==> config.mk <==
export PLATFORM = sky130hd
export DESIGN_NAME = simple_bfdep_flat
export DESIGN_NICKNAME = d
export VERILOG_FILES = /design/src/rtl/bfxp_pkg.sv /design/src/rtl/simple_bfdep_if.sv /design/src/rtl/bfxp_mask.sv /design/src/rtl/simple_bfdep.sv /design/src/flat_wrapper.sv
export SDC_FILE = /design/constraint.sdc
export NUM_CORES = 1
export LEC_CHECK = 0
export ABC_CLOCK_PERIOD_IN_PS = 4100
export CORE_MARGIN = 2
export CORE_UTILIZATION = 45
export CTS_CLUSTER_SIZE = 16
export DETAILED_ROUTE_END_ITERATION = 8
export GPL_TIMING_DRIVEN = 0
export PLACE_DENSITY = 0.66
export SYNTH_ARGS = -nofsm -noshare
export SYNTH_HDL_FRONTEND = slang
export SYNTH_HIERARCHICAL = 1
export SYNTH_SLANG_ARGS = --single-unit
export TNS_END_PERCENT = 1
==> constraint.sdc <==
create_clock -name clock -period 4.1 [get_ports clock]
set_clock_uncertainty 0.1 [all_clocks]
set_input_delay 0.82 -clock clock [delete_from_list [all_inputs] [get_ports clock]]
set_output_delay 0.82 -clock clock [all_outputs]
set_load 0.05 [all_outputs]
==> src/rtl/bfxp_pkg.sv <==
// Shared definitions for the bit-field extract/deposit units: data width,
// shift-amount width and the field-mask generator.
package bfxp_pkg;

   localparam int XLEN    = 32;
   localparam int SHAMT_W = 5;

   // Low-order mask of 'len' ones; a length code of zero means a full-width field.
   function automatic logic [XLEN-1:0] bfxp_mask_gen(input logic [SHAMT_W-1:0] len);
      logic [XLEN-1:0] m;
      if (len == '0) begin
         m = {XLEN{1'b1}};
      end else begin
         m = ~({XLEN{1'b1}} << len);
      end
      return m;
   endfunction

endpackage

==> src/rtl/simple_bfdep_if.sv <==
// Request/response bundle for the bit-field deposit unit: a valid/ready
// request channel carrying the operands and a valid/ready result channel.
interface simple_bfdep_if #(
   parameter int XLEN = bfxp_pkg::XLEN
);

   logic                         in_valid;
   logic                         in_ready;
   logic [XLEN-1:0]              rs1;
   logic [XLEN-1:0]              rs2;
   logic [bfxp_pkg::SHAMT_W-1:0] start;
   logic [bfxp_pkg::SHAMT_W-1:0] len;
   logic [bfxp_pkg::SHAMT_W-1:0] dest;
   logic                         out_valid;
   logic                         out_ready;
   logic [XLEN-1:0]              rd;

   modport master (
      output in_valid, rs1, rs2, start, len, dest, out_ready,
      input  in_ready, out_valid, rd
   );

   modport slave (
      input  in_valid, rs1, rs2, start, len, dest, out_ready,
      output in_ready, out_valid, rd
   );

endinterface

==> src/rtl/bfxp_mask.sv <==
// Combinational field-mask generator, shared with the extract-place unit.
module bfxp_mask
   import bfxp_pkg::*;
(
   input  logic [SHAMT_W-1:0] len,
   output logic [XLEN-1:0]    mask
);

   assign mask = bfxp_mask_gen(len);

endmodule

==> src/rtl/simple_bfdep.sv <==
// Two-stage bit-field deposit: extracts a field of rs1 and writes it into
// rs2 at a new position. Stage 1 holds the extracted field and its mask,
// stage 2 holds the merged result. Full valid/ready flow control with
// at most two requests buffered.
module simple_bfdep
   import bfxp_pkg::*;
#(
   parameter int XLEN = bfxp_pkg::XLEN
) (
   input  logic          clock,
   input  logic          reset,
   simple_bfdep_if.slave bus
);

   // Merge a field into the background word; bits pushed past the top are lost.
   function automatic logic [XLEN-1:0] deposit(
      input logic [XLEN-1:0]    bg,
      input logic [XLEN-1:0]    fld,
      input logic [XLEN-1:0]    msk,
      input logic [SHAMT_W-1:0] pos
   );
      return (bg & ~(msk << pos)) | (fld << pos);
   endfunction

   logic [XLEN-1:0]    mask_c;
   logic [XLEN-1:0]    field_c;
   logic               accept;
   logic               adv_p1;

   logic               vld_p1;
   logic [XLEN-1:0]    field_p1;
   logic [XLEN-1:0]    mask_p1;
   logic [XLEN-1:0]    rs2_p1;
   logic [SHAMT_W-1:0] dest_p1;

   logic               vld_p2;
   logic [XLEN-1:0]    rd_p2;

   bfxp_mask u_mask (
      .len  (bus.len),
      .mask (mask_c)
   );

   // Logical right shift zero-fills, so source bits above bit 31 read as 0.
   assign field_c = (bus.rs1 >> bus.start) & mask_c;

   // Stage 1 may hand over whenever stage 2 is empty or being drained.
   assign adv_p1       = !vld_p2 || bus.out_ready;
   assign bus.in_ready = !vld_p1 || adv_p1;
   assign accept       = bus.in_valid && bus.in_ready;

   // ---- stage boundary: operands -> p1 ----

   // Pipeline occupancy; the only state cleared by reset besides the result.
   always_ff @(posedge clock or posedge reset) begin
      if (reset) begin
         vld_p1 <= 1'b0;
         vld_p2 <= 1'b0;
      end else begin
         if (bus.in_ready) begin
            vld_p1 <= bus.in_valid;
         end
         if (adv_p1) begin
            vld_p2 <= vld_p1;
         end
      end
   end

   // Stage-1 operand capture, only on an accepted request.
   always_ff @(posedge clock) begin
      if (accept) begin
         field_p1 <= field_c;
         mask_p1  <= mask_c;
         rs2_p1   <= bus.rs2;
         dest_p1  <= bus.dest;
      end
   end

   // ---- stage boundary: p1 -> p2 ----

   // Result register; kept at zero until the first result and frozen while stalled.
   always_ff @(posedge clock or posedge reset) begin
      if (reset) begin
         rd_p2 <= '0;
      end else if (adv_p1 && vld_p1) begin
         rd_p2 <= deposit(rs2_p1, field_p1, mask_p1, dest_p1);
      end
   end

   assign bus.out_valid = vld_p2;
   assign bus.rd        = rd_p2;

endmodule

==> src/flat_wrapper.sv <==
// flat-port wrapper written by rule: the top's interface ports become plain ports
module simple_bfdep_flat import bfxp_pkg::*;
#(
   parameter int XLEN = bfxp_pkg::XLEN
)
  (clock, reset, bus_in_valid, bus_rs1, bus_rs2, bus_start, bus_len, bus_dest, bus_out_ready, bus_in_ready, bus_out_valid, bus_rd);
  simple_bfdep_if #(.XLEN(XLEN)) bus_i ();
  input  logic clock;
  input  logic reset;
  input wire logic [$bits(bus_i.in_valid)-1:0] bus_in_valid;
  input wire logic [$bits(bus_i.rs1)-1:0] bus_rs1;
  input wire logic [$bits(bus_i.rs2)-1:0] bus_rs2;
  input wire logic [$bits(bus_i.start)-1:0] bus_start;
  input wire logic [$bits(bus_i.len)-1:0] bus_len;
  input wire logic [$bits(bus_i.dest)-1:0] bus_dest;
  input wire logic [$bits(bus_i.out_ready)-1:0] bus_out_ready;
  output wire logic [$bits(bus_i.in_ready)-1:0] bus_in_ready;
  output wire logic [$bits(bus_i.out_valid)-1:0] bus_out_valid;
  output wire logic [$bits(bus_i.rd)-1:0] bus_rd;
  assign bus_i.in_valid = bus_in_valid;
  assign bus_i.rs1 = bus_rs1;
  assign bus_i.rs2 = bus_rs2;
  assign bus_i.start = bus_start;
  assign bus_i.len = bus_len;
  assign bus_i.dest = bus_dest;
  assign bus_i.out_ready = bus_out_ready;
  assign bus_in_ready = bus_i.in_ready;
  assign bus_out_valid = bus_i.out_valid;
  assign bus_rd = bus_i.rd;
  simple_bfdep #(.XLEN(XLEN)) u_core (.clock(clock), .reset(reset), .bus(bus_i));
endmodule
==> impl_metrics.py <==
metrics = {
    "clocking": {
        "insertion_delay_ns": 0.44,
        "clock_path_buffers": 2,
        "cts_tree": "done",
        "cts.sinks": 135,
        "cts_hold_buf": 0,
        "cts.clk_slew.worst_paths_ns": 0.07,
        "cts-root-buf": "clkbuf_16",
        "ctsResizeCount": 0,
        "cts_buffers": 17,
        "htreeDepth": 4,
        "cts_setup_buffers": 0,
    },
    "cells_and_area": {
        "area.growth.synth_to_final_pct": 20.3,
        "num_antenna_cells": 0,
        "drive_above_1_share": 0.199,
        "n_fill_cell": 2091,
        "final_nets": 1127,
        "fin_util": 0.547,
    },
    "place": {
        "numPortBuffers": 113,
        "dpl.hpwl_mm": 30.7,
        "gp_congestion": 1.04,
    },
    "setup_path": {
        "r2r_start": "u_core/dest_p1[0]",
        "end_kind": "flip-flop",
        "cp-start-kind": "flip-flop",
        "arrival_ns": 3.51,
        "path_cells": "buf_6 > buf_4 > inv_2 > buf_2 > mux2i_1 > a211oi_1 > nor4_1 > a22o_1",
        "crit_required_ns": 4.38,
        "critPathKind": "reg2reg",
        "reg2reg_to": "u_core/bus.rd[26]",
        "slowest_stage": "nor4_1",
        "crit_start": "u_core/dest_p1[0]",
        "r2r_slack_ns": 0.87,
        "cpPeakStageDelay_ns": 0.70,
        "rr_worst_depth": 8,
        "critPathMaxFanout": 10,
    },
    "routing": {
        "routedWlPerCell_um": 28.4,
        "drtIter0Drc": 962,
        "antenna_left": 0,
        "drc": 0,
        "drtPass1Iterations": 6,
        "wirelength_mm": 39.1,
        "route.vias.total": 9109,
        "drt-vias-per-instance": 6.62,
    },
    "synth": {
        "ys_ff_latch": 135,
        "synth_async_sr_flop_share": 0.252,
        "yosysWarnings": 6,
        "synth_edf_count": 101,
        "synth_flop_cell": "edfxtp_1",
        "synth.cell_area_um2": 10600,
        "synth.avg_cell_area_um2": 11.6,
        "seq_area_frac_synth": 0.367,
        "synth_fp_nets": 994,
        "synth_cells": 911,
        "yosysUniqueCellTypes": 78,
    },
    "floorplanning": {
        "io_pins": 117,
        "die_w_um": 157,
        "initial_core_util": 0.455,
        "rows": 56,
        "die_height_um": 157,
        "core_um2": 23300,
        "die_area_um2": 24800,
    },
    "grt": {
        "grtUsageTotal": 0.321,
        "grt_max_degree": 59,
        "overflow": 0,
        "grt_antenna_before_repair": 0,
        "grt_first_pass_wirelength_mm": 57.5,
        "grt_pass1_vias": 8815,
    },
    "worst_hold_path": {
        "hp-class": "reg2reg",
        "holdPathStages": 1,
        "holdPathEnd": "u_core/bus.rd[6]",
        "holdCritStartpoint": "u_core/bus.rd[6]",
    },
    "power_and_ir_drop": {
        "peakVddDrop_mv": 0.285,
        "power.density_nw_per_um2": 385,
        "power.leakage_nw": 4.63,
    },
    "flow_run": {
        "maxCapViolations": 0,
    },
    "sta": {
        "setup_viol": 0,
        "hold_viol": 0,
        "tightest_slew_ns": 0.868,
        "finalSetupTns_ns": 0,
        "relSlewSlack": 0.421,
        "rsz0062_at_grt": "no",
        "fin_crit_sh": 0.787,
        "clock.fmax_ghz": 0.310,
        "slew_viol_final": 0,
        "final.min_clock_period_ns": 3.23,
    },
    "status": {
        "status": "finished clean",
    },
}
power breakdown:
group          total (mW)  internal (mW)  leakage, nW  switching (mW)
logic                1.61          0.649         2.98           0.960
registers            1.76           1.63         1.36           0.126
clock network        1.54          0.883        0.288           0.657
metrics by stage:
step	area, µm²	std cells	total power, mW	hold WS, ns	setup slack, ns
6_report	12700	1376	4.91	0.389	0.873
5_1_grt	12700	1376	5.08	0.407	0.861
4_1_cts	12700	1376	4.90	0.394	0.932
3_5_place_dp	12200	1344	3.36	0.379	0.480
3_3_place_gp	12100	1343	3.35	0.366	0.370
2_1_floorplan	10600	911	2.77	0.363	0.924
cell usage in the layout (no fill, tap or decap), types with 12 or more instances in the layout:
master	Yosys	routed
a211oi_1	18	18
a21oi_1	17	17
and2_1	13	12
and3_1	12	12
buf_2	15	15
buf_4	15	15
buf_6	15	15
clkbuf_1	29	29
clkbuf_16	0	17
clkdlybuf4s50_1	0	113
dfrtp_1	34	34
edfxtp_1	101	101
mux2_2	32	32
mux2i_1	81	81
mux4_1	12	12
mux4_2	77	77
nand2_1	96	96
nand2b_1	13	13
nand3_1	26	26
nor2_1	54	54
nor2b_1	12	12
o211ai_1	17	17
o21a_1	17	17
o21ai_0	22	22
logic make-up after synthesis:
group / share of synthesized area
and+or+nand+nor: 0.116
muxes: 0.314
AOI/OAI and AO/OA: 0.144
DFF: 0.367
xor gates and xnor gates: 0.00165
other: 0.000354
buffers and inverters: 0.0567
worst max-delay path: cells and delay by family, from the launching register on:
family	cells	cell delay, ns
compound gates	2	0.40
buf+inv	4	1.01
flops	1	0.49
simple gates	1	0.70
mux	1	0.46
Yosys cell counts, drive strengths merged, types with 4 or more instances:
master	n	area, µm²
a211oi	18	135
buf	52	432
a2bb2oi	4	35.0
edfxtp	101	3030
a31oi	10	62.6
o21a	17	128
nand3b	4	30.0
mux2i	83	856
nand3	26	130
a22o	5	43.8
mux2	36	417
o22ai	10	62.6
o211ai	18	140
nor3	10	50.1
a311oi	5	43.8
o2111ai	4	35.0
o31ai	8	60.1
nor2b	12	75.1
inv	12	45.0
and2	16	100
nand2b	13	81.3
clkbuf	30	116
a32oi	5	43.8
nor2	55	209
and3	12	75.1
a221oi	9	78.8
a22oi	7	52.6
o22a	5	43.8
a41oi	4	35.0
nand2	96	360
mux4	89	2050
o21ai	31	155
dfrtp	34	851
a21oi	17	85.1
nor3b	6	45.0
per-layer routing:
layer  track usage  routed length, µm  vias to the layer above
met1         0.392              14600                     4451
met5             0                  0                        -
li1              -                  -                     3894
met4         0.210               2760                        0
met2         0.524              18500                      606
met3        0.0573               3210                      158
flip-flops by register name, indices dropped and copies added, names as in the netlist:
| signal | flops |
|---|---|
| u_core/bus.out_valid | 1 |
| u_core/field_p1 | 32 |
| u_core/dest_p1 | 5 |
| u_core/rs2_p1 | 32 |
| u_core/vld_p1 | 1 |
| u_core/bus.rd | 32 |
| u_core/mask_p1 | 32 |
how the worst max path moves through the flow:
stage / to / slack [ns] / cells past startpoint
floorplan: u_core/dest_p1[0] / 0.92 / 2
global placement: u_core/field_p1[2] / 0.37 / 3
detailed placement: u_core/field_p1[0] / 0.48 / 7
CTS: bus_in_ready / 0.93 / 3
global route: bus_in_ready / 0.86 / 3
finish: u_core/bus.rd[26] / 0.87 / 8
cell type report:
| class | instances | area (µm²) | share of cell area |
|---|---|---|---|
| Buffer | 82 | 548 | 0.0430 |
| Inverter | 14 | 52.6 | 0.00413 |
| Multi-Input combinational cell | 680 | 6110 | 0.480 |
| Clock inverter | 13 | 131 | 0.0103 |
| Clock buffer | 19 | 453 | 0.0356 |
| Sequential cell | 135 | 3880 | 0.305 |
| Timing Repair Buffer | 114 | 1160 | 0.0910 |
| Tap cell | 319 | 399 | 0.0313 |
Power figures use the tool's default switching activity.
